`src/rtl/pwm_multi_ch.sv`:
```
// pwm_multi_ch: multi-channel PWM timer with an APB4-style register slave.
//
// Shared prescaler and counter (edge- or center-aligned) drive CH_NUM compare
// channels with per-channel polarity. PRD and CRn are written into preload
// registers and copied into the active set on an overflow event, on CLR, and
// continuously while the timer is disabled.
//
// Ports:
//   clk_i, rst_i              clock, synchronous active-high reset
//   psel_i, penable_i,        APB4 control; an access phase is psel & penable
//   pwrite_i
//   paddr_i[5:0]              byte address, bits [1:0] ignored
//   pwdata_i[31:0]            write data
//   prdata_o[31:0]            read data, 0 outside a read access phase
//   pready_o                  tied to 1, no wait states
//   pslverr_o                 access phase to an unmapped address
//   pwm_o[CH_NUM-1:0]         registered channel outputs
//   irq_o                     registered overflow interrupt
module pwm_multi_ch #(
    parameter int CH_NUM     = 4,
    parameter int CNT_WIDTH  = 16,
    parameter int PSCR_WIDTH = 16
) (
    input  logic              clk_i,
    input  logic              rst_i,
    input  logic              psel_i,
    input  logic              penable_i,
    input  logic              pwrite_i,
    input  logic [5:0]        paddr_i,
    input  logic [31:0]       pwdata_i,
    output logic [31:0]       prdata_o,
    output logic              pready_o,
    output logic              pslverr_o,
    output logic [CH_NUM-1:0] pwm_o,
    output logic              irq_o
);

    localparam logic [3:0] CH_LIMIT = 4'(CH_NUM);

    logic                  ovie_q, en_q, mode_q, dir_q, ovif_q;
    logic [CH_NUM-1:0]     pol_q;
    logic [PSCR_WIDTH-1:0] pscr_q, pscr_cnt_q;
    logic [CNT_WIDTH-1:0]  prd_pre_q, prd_act_q, cnt_q;
    logic [CNT_WIDTH-1:0]  cr_pre_q [CH_NUM];
    logic [CNT_WIDTH-1:0]  cr_act_q [CH_NUM];
    logic [CH_NUM-1:0]     pwm_q;
    logic                  irq_q;

    logic                  ovie_d, en_d, mode_d, dir_d, ovif_d;
    logic [CH_NUM-1:0]     pol_d;
    logic [PSCR_WIDTH-1:0] pscr_d, pscr_cnt_d;
    logic [CNT_WIDTH-1:0]  prd_pre_d, prd_act_d, cnt_d;
    logic [CNT_WIDTH-1:0]  cr_pre_d [CH_NUM];
    logic [CNT_WIDTH-1:0]  cr_act_d [CH_NUM];
    logic [CH_NUM-1:0]     pwm_d;
    logic                  irq_d;

    logic                  access, wr, rd, mapped;
    logic                  sel_ctrl, sel_pscr, sel_prd, sel_stat, sel_cnt, sel_cr;
    logic [2:0]            cr_idx;
    logic                  clr, tick, ovf, load;
    logic [CNT_WIDTH-1:0]  cnt_step;
    logic                  dir_step;
    logic [31:0]           rdata;

    assign access   = psel_i & penable_i;
    assign cr_idx   = paddr_i[4:2];
    assign sel_ctrl = (paddr_i[5:2] == 4'd0);
    assign sel_pscr = (paddr_i[5:2] == 4'd1);
    assign sel_prd  = (paddr_i[5:2] == 4'd2);
    assign sel_stat = (paddr_i[5:2] == 4'd3);
    assign sel_cnt  = (paddr_i[5:2] == 4'd4);
    assign sel_cr   = paddr_i[5] & ({1'b0, cr_idx} < CH_LIMIT);
    assign mapped   = sel_ctrl | sel_pscr | sel_prd | sel_stat | sel_cnt | sel_cr;
    assign wr       = access & pwrite_i & mapped;
    assign rd       = access & ~pwrite_i & mapped;

    assign pready_o  = 1'b1;
    assign pslverr_o = access & ~mapped;
    assign prdata_o  = rdata;
    assign pwm_o     = pwm_q;
    assign irq_o     = irq_q;

    // Next-state logic for every register; the register write path feeds the
    // shadow load directly so a preload written on an overflow edge is used
    // immediately.
    always_comb begin
        ovie_d = ovie_q;
        en_d   = en_q;
        mode_d = mode_q;
        pol_d  = pol_q;
        clr    = 1'b0;
        if (wr && sel_ctrl) begin
            ovie_d = pwdata_i[0];
            en_d   = pwdata_i[1];
            clr    = pwdata_i[2];
            mode_d = pwdata_i[3];
            pol_d  = pwdata_i[8 +: CH_NUM];
        end
        pscr_d    = (wr && sel_pscr) ? pwdata_i[PSCR_WIDTH-1:0] : pscr_q;
        prd_pre_d = (wr && sel_prd) ? pwdata_i[CNT_WIDTH-1:0] : prd_pre_q;
        for (int n = 0; n < CH_NUM; n++) begin
            cr_pre_d[n] = (wr && sel_cr && cr_idx == 3'(n)) ? pwdata_i[CNT_WIDTH-1:0]
                                                             : cr_pre_q[n];
        end

        tick = en_q && (pscr_cnt_q == pscr_q);
        if (!en_q)
            pscr_cnt_d = pscr_cnt_q;
        else if (tick)
            pscr_cnt_d = '0;
        else
            pscr_cnt_d = pscr_cnt_q + 1'b1;
        if ((wr && sel_pscr) || clr)
            pscr_cnt_d = '0;

        // Counter step for one tick. Comparisons use >= so a counter left
        // above a newly shortened period still turns around instead of
        // running to the top of its range.
        cnt_step = cnt_q;
        dir_step = dir_q;
        if (!mode_q) begin
            cnt_step = (cnt_q >= prd_act_q) ? '0 : cnt_q + 1'b1;
            dir_step = 1'b0;
        end else if (prd_act_q == '0) begin
            cnt_step = '0;
            dir_step = 1'b0;
        end else if (dir_q || cnt_q >= prd_act_q) begin
            cnt_step = (cnt_q == '0) ? '0 : cnt_q - 1'b1;
            dir_step = (cnt_step != '0);
        end else begin
            cnt_step = cnt_q + 1'b1;
            dir_step = 1'b0;
        end

        ovf   = tick && (cnt_step == '0);
        cnt_d = tick ? cnt_step : cnt_q;
        dir_d = tick ? dir_step : dir_q;
        if (clr) begin
            cnt_d = '0;
            dir_d = 1'b0;
        end

        load      = ovf | clr | ~en_q;
        prd_act_d = load ? prd_pre_d : prd_act_q;
        for (int n = 0; n < CH_NUM; n++) begin
            cr_act_d[n] = load ? cr_pre_d[n] : cr_act_q[n];
        end

        // Set wins over a simultaneous write-1-to-clear.
        ovif_d = ovf | (ovif_q & ~(wr && sel_stat && pwdata_i[0]));
        irq_d  = ovif_d & ovie_d;

        for (int n = 0; n < CH_NUM; n++) begin
            pwm_d[n] = en_q ? ((cnt_q < cr_act_q[n]) ^ pol_q[n]) : pol_q[n];
        end
    end

    // Register bank with synchronous reset.
    always_ff @(posedge clk_i) begin
        if (rst_i) begin
            ovie_q     <= 1'b0;
            en_q       <= 1'b0;
            mode_q     <= 1'b0;
            pol_q      <= '0;
            pscr_q     <= '0;
            pscr_cnt_q <= '0;
            prd_pre_q  <= '0;
            prd_act_q  <= '0;
            cnt_q      <= '0;
            dir_q      <= 1'b0;
            ovif_q     <= 1'b0;
            pwm_q      <= '0;
            irq_q      <= 1'b0;
            for (int n = 0; n < CH_NUM; n++) begin
                cr_pre_q[n] <= '0;
                cr_act_q[n] <= '0;
            end
        end else begin
            ovie_q     <= ovie_d;
            en_q       <= en_d;
            mode_q     <= mode_d;
            pol_q      <= pol_d;
            pscr_q     <= pscr_d;
            pscr_cnt_q <= pscr_cnt_d;
            prd_pre_q  <= prd_pre_d;
            prd_act_q  <= prd_act_d;
            cnt_q      <= cnt_d;
            dir_q      <= dir_d;
            ovif_q     <= ovif_d;
            pwm_q      <= pwm_d;
            irq_q      <= irq_d;
            for (int n = 0; n < CH_NUM; n++) begin
                cr_pre_q[n] <= cr_pre_d[n];
                cr_act_q[n] <= cr_act_d[n];
            end
        end
    end

    // Read mux; preload values are what software sees for PRD and CRn.
    always_comb begin
        rdata = '0;
        if (rd) begin
            if (sel_ctrl) begin
                rdata[0]           = ovie_q;
                rdata[1]           = en_q;
                rdata[3]           = mode_q;
                rdata[8 +: CH_NUM] = pol_q;
            end
            if (sel_pscr) rdata[PSCR_WIDTH-1:0] = pscr_q;
            if (sel_prd)  rdata[CNT_WIDTH-1:0]  = prd_pre_q;
            if (sel_stat) begin
                rdata[0] = ovif_q;
                rdata[1] = dir_q;
            end
            if (sel_cnt)  rdata[CNT_WIDTH-1:0]  = cnt_q;
            for (int n = 0; n < CH_NUM; n++) begin
                if (sel_cr && cr_idx == 3'(n)) rdata[CNT_WIDTH-1:0] = cr_pre_q[n];
            end
        end
    end

endmodule

```
`config.mk`:
```
export PLATFORM = sky130hd
export DESIGN_NAME = pwm_multi_ch
export DESIGN_NICKNAME = d
export VERILOG_FILES = /design/src/rtl/pwm_multi_ch.sv
export SDC_FILE = /design/constraint.sdc
export NUM_CORES = 1
export LEC_CHECK = 0
export ABC_CLOCK_PERIOD_IN_PS = 3600
export CAP_MARGIN = 20
export CORE_MARGIN = 2
export CORE_UTILIZATION = 54
export DETAILED_ROUTE_END_ITERATION = 12
export MAX_ROUTING_LAYER = met4
export PLACE_DENSITY = 0.77
export SLEW_MARGIN = 0
export SYNTH_ARGS = -nofsm -noshare
export SYNTH_HDL_FRONTEND = slang
export SYNTH_SLANG_ARGS = --single-unit
```
`constraint.sdc`:
```
create_clock -name clk_i -period 3.6 [get_ports clk_i]
set_input_delay 0.36 -clock clk_i [delete_from_list [all_inputs] [get_ports clk_i]]
set_output_delay 0.36 -clock clk_i [all_outputs]
set_load 0.02 [all_outputs]
```
After elaboration in Yosys (flattened, before gate mapping)
Memories as Yosys holds them, arrays and structs flattened.
Index checks and enable logic that the tools add are counted.
{"block": "word_totals", "inputBits": 43, "reg_bits": 94, "mem_bits_rw": 128, "word_cells": 138, "mem_count": 2, "out_inout_bits": 39}
{"memory": "cr_act_q", "depth": 4, "width": 16, "rd": 4, "rd_ports_with_merged_regs": 0, "wr": 4, "line_no": "45", "rtl": "logic [CNT_WIDTH-1:0] cr_act_q [CH_NUM];"}
{"memory": "cr_pre_q", "depth": 4, "width": 16, "rd": 4, "rd_ports_with_merged_regs": 0, "wr": 4, "line_no": "44", "rtl": "logic [CNT_WIDTH-1:0] cr_pre_q [CH_NUM];"}
{"block": "op_classes", "magnitude_cmp": 6, "muxes": 47, "n_eq_ne": 8, "n_addsub": 3, "n_bitwise": 33, "n_reduce_logical": 26}
{"operator": "$mux 16", "n": 31}
{"operator": "$lt 16x16->1", "n": 4}
{"operator": "$logic_not 16->1", "n": 3}
{"operator": "$add 16x1->16 const B", "n": 2}
{"operator": "$eq 16x16->1", "n": 1}
{"operator": "$ge 16x16->1", "n": 1}
{"operator": "$logic_and 1x1->1", "n": 16}
{"operator": "$or 1x1->1", "n": 16}
{"operator": "$reduce_bool 16->1", "n": 1}
{"operator": "$sub 16x1->16 const B", "n": 1}
{"operator": "$mux 1", "n": 13}
{"operator": "$and 1x1->1", "n": 9}
{"operator": "$eq 4x2->1 const B", "n": 2}
{"operator": "$eq 3x2->1 const B", "n": 2}
{"operator": "$eq 4x1->1 const B", "n": 1}
{"operator": "$eq 4x3->1 const B", "n": 1}
{"operator": "$logic_not 4->1", "n": 1}
{"operator": "$mux 2", "n": 2}
{"operator": "$mux 4", "n": 1}
{"operator": "$not 1->1", "n": 4}
{"operator": "$reduce_or 2->1", "n": 2}
{"operator": "$xor 1x1->1", "n": 4}
{"operator": "$eq 3x1->1 const B", "n": 1}
{"operator": "$logic_not 3->1", "n": 1}
{"operator": "2 further kinds", "n": 3}

Depth between registers and ports, before layout
{"block": "depth", "word_depth": 13, "mapped_depth": 14, "mapped_depth_nobuf": 11}

Least setup slack after synthesis
Ideal clock, no wire load.
{"block": "synth_timing", "path_type": "register to register", "start": "reg cnt_q[0]", "end": "mem cr_act_q[3][0]", "t_arrival_ns": 3.753, "stages_incl_launch_ff": 15, "required_ns": 3.479, "period_less_slack_ns": 3.874, "path_buffers": 3, "setup_slack_ns": -0.274, "cell_sequence": "dfxtp_1 -> clkbuf_1 -> inv_1 -> ha_1 -> nand2b_1 -> a2111o_1 -> a311o_1 -> or3_1 -> clkbuf_1 -> nand3_1 -> o21ai_0 -> a221o_1 -> a31oi_4 -> buf_6 -> mux2_2"}
{"element": "start, declared", "line_no": "43", "rtl": "logic [CNT_WIDTH-1:0] prd_pre_q, prd_act_q, cnt_q;"}
{"element": "start signal, assigned", "line_no": "188", "rtl": "cnt_q <= cnt_d;"}
{"element": "end, declared", "line_no": "45"}

==> results.tsv <==
metric	value	unit
port_buffers	46	
worstReg2RegEnd	cr_act_q[0][8]	
wirelength	41.5	mm
drive_above_1_share	0.176	
synth.most_common_cell	nand2_1	
startpoint_type	flip-flop	
routed-via-count	12100	
place_congestion	0.994	
syn_inst	1569	
hold_viol	0	
maxSlewViolCount	0	
fin_skew	0.0257	ns
worst_slew_pin_slew	0.862	ns
hp-class	primary input to flip-flop	
critPathCaptureType	flip-flop	
rows	55	
antenna_found_initial	0	
ys_async_sr_fraction	0	
maxCapViolations	0	
pwr-share-seq	0.473	
dieHeight	157	µm
grt_use_total	0.334	
synth_ff_type	dfxtp_1	
cts_tree	done	
crit_arrival	3.97	ns
first_iter_violations	1409	
fin_area	0.0152	mm²
die_w	157	µm
cts_made_buffers	25	
viasPerCell	6.02	
switching_share	0.237	
total_power	5210	µW
hold_ws	0.371	ns
ir_worst_vdd	352	µV
ant_nets	0	
setup_viol	0	
synth_seq_area_share	0.352	
fin_crit_sh	0.989	
synth_area_leaders	dfxtp_1, nand2_1, ha_1, a21oi_1, mux2_2	
hold_buffers	0	
p_leak	0.00590	µW
core-area	0.0228	mm²
die-area	0.0246	mm²
p_per_area	342	mW/mm²
start_util	0.554	
path_clk_slew	0.06	ns
slew_headroom	0.425	
remaining_drc_errors	0	
rrSetupSlack	0.04	ns
synth_edf_count	0	
setup_ws	0.0412	ns
path_class	flip-flop to flip-flop	
r2r_start	cnt_q[7]	
wl_per_cell	20.7	µm
place_hpwl	29.4	mm
io_pins	82	
ys_types	67	
cts_buffer_depth	3	
synth_seq_cells	222	
p_int	3970	µW
clock_sinks	222	
h-tree-depth	1	
yosys.area.top_type	dfxtp_1	
synth_top_area_frac	0.352	
worst_r2r_path_depth	11	
cp-endpoint	cr_act_q[0][8]	
grt_pass1_vias	11200	
placed_cell_area	0.0140	mm²
synth_commonest_cells	nand2_1, dfxtp_1, a21oi_1, nor2_1, inv_1	
pwr-share-comb	0.052	
grt_overflow	0	
status	complete, no violations	
area_delta_synth_final	20.8	%
max_freq	281	MHz
pre_cts_slack	-0.0231	ns
final_nets	1801	
clock_power_share	0.475	
cp_max_fo	7	
switchingPower	1230	µW
yosys_warnings	0	
grt_max_degree	109	
synth_area_per_cell	8.04	µm²
fin_crit	3.56	ns
dr.pass1.iters	7	
netlist_area	0.0126	mm²
critical_path.startpoint	cnt_q[7]	
insertion_delay	0.54	ns
antenna_cells	0	
grt_pass1_wl	61.5	mm
worstPathRequired	4.01	ns
cts_root_buf	clkbuf_16	
## critical path, stage by stage, from the launching register on
cell       delay [ns]
dfxtp_1          0.40
or4_4            0.62
nor4_4           0.35
mux2i_1          0.29
o21ai_1          0.15
nor4b_4          0.38
o21bai_4         0.09
nor4_4           0.29
a31oi_4          0.18
buf_12           0.20
clkbuf_16        0.17
mux2_4           0.30
## kinds of logic (layout without fill, tap and decap cells)
group | count (synthesis) | after routing | synth area share
and+or+nand+nor | 596 | 596 | 0.212
AOI/OAI and AO/OA | 327 | 328 | 0.163
DFF | 222 | 222 | 0.352
buffers and inverters | 205 | 315 | 0.0719
muxes | 95 | 95 | 0.0914
adders and majority gates | 80 | 80 | 0.0794
xor gates and xnor gates | 42 | 42 | 0.0292
other | 2 | 17 | 0.000596
## what timing repair did
| action | in CTS | in global routing |
|---|---|---|
| resized for setup | 6 | 44 |
| buffers inserted | 0 | 12 |
| gates cloned | 0 | 4 |
| setup endpoints to repair | 77 | 80 |
| pin swaps | 0 | 15 |
## worst min path at each step
stage                          startpoint         endpoint  slack [ns]  cells past startpoint
after floorplan            cr_pre_q[1][0]   cr_pre_q[1][0]        0.45                      2
after global placement     cr_pre_q[1][9]   cr_pre_q[1][9]        0.46                      2
after detailed placement  cr_pre_q[3][13]  cr_pre_q[3][13]        0.47                      2
after CTS                           rst_i         pwm_o[0]        0.39                      2
after global routing                rst_i        pscr_q[5]        0.43                      2
final                               rst_i        pscr_q[5]        0.37                      2
## stage by stage
| stage | std cells | util | setup TNS (ns) |
|---|---|---|---|
| floorplan | 1584 | - | 0 |
| global placement | 1948 | 0.616 | -0.0228 |
| detailed placement | 1948 | 0.616 | -0.295 |
| CTS | 1992 | 0.652 | 0 |
| global route | 2008 | 0.668 | -2.20 |
| finish | 2008 | 0.668 | 0 |
## per-layer routing
metal,track usage,wire [µm]
met1,0.419,16700
met2,0.516,18400
met4,0.162,2180
met5,-,0
met3,0.0662,4320
## flip-flops by register name, summed over array words and instances (netlist names), 4 cells and up
register / count
pol_q: 4
cr_act_q: 64
cr_pre_q: 64
pwm_o: 4
cnt_q: 16
pscr_cnt_q: 16
pscr_q: 16
prd_act_q: 16
prd_pre_q: 16
## cell usage in the layout, fill, tap and decap left out, types with 10 or more instances in the layout
| cell | n |
|---|---|
| a22oi_1 | 16 |
| nand3_1 | 24 |
| nand2b_1 | 11 |
| a21o_1 | 26 |
| clkbuf_16 | 28 |
| buf_12 | 11 |
| a31oi_1 | 10 |
| mux2_2 | 35 |
| o21ai_0 | 37 |
| ha_1 | 78 |
| clkdlybuf4s50_1 | 45 |
| nand2_1 | 285 |
| xor2_1 | 20 |
| mux2i_1 | 14 |
| nor2_1 | 142 |
| nand4_1 | 19 |
| dfxtp_1 | 216 |
| nor2b_1 | 16 |
| a21oi_1 | 155 |
| inv_1 | 92 |
| nor4_1 | 16 |
| mux2_4 | 45 |
| xnor2_1 | 22 |
| conb_1 | 17 |
| buf_4 | 115 |
| nor3_1 | 23 |
| a222oi_1 | 12 |
| and3_1 | 10 |
## layout make-up
| type | instances | area [µm²] |
|---|---|---|
| clock inverter | 6 | 41.3 |
| sequential | 222 | 4450 |
| multi-input combinational | 1158 | 7590 |
| tap | 313 | 392 |
| inverter | 93 | 352 |
| timing repair buffer | 178 | 1650 |
| clock buffer | 38 | 744 |
| fill | 1877 | 7550 |
## power groups by stage
stage | sequential [µW] | clock (µW) | combinational, µW
after floorplan | 2520 | 0 | 144
after global placement | 2520 | 0 | 248
after detailed placement | 2520 | 0 | 250
after CTS | 2460 | 2480 | 252
after global routing | 2460 | 2570 | 281
final | 2460 | 2470 | 272
No activity file was read; power rests on OpenSTA's default activity.
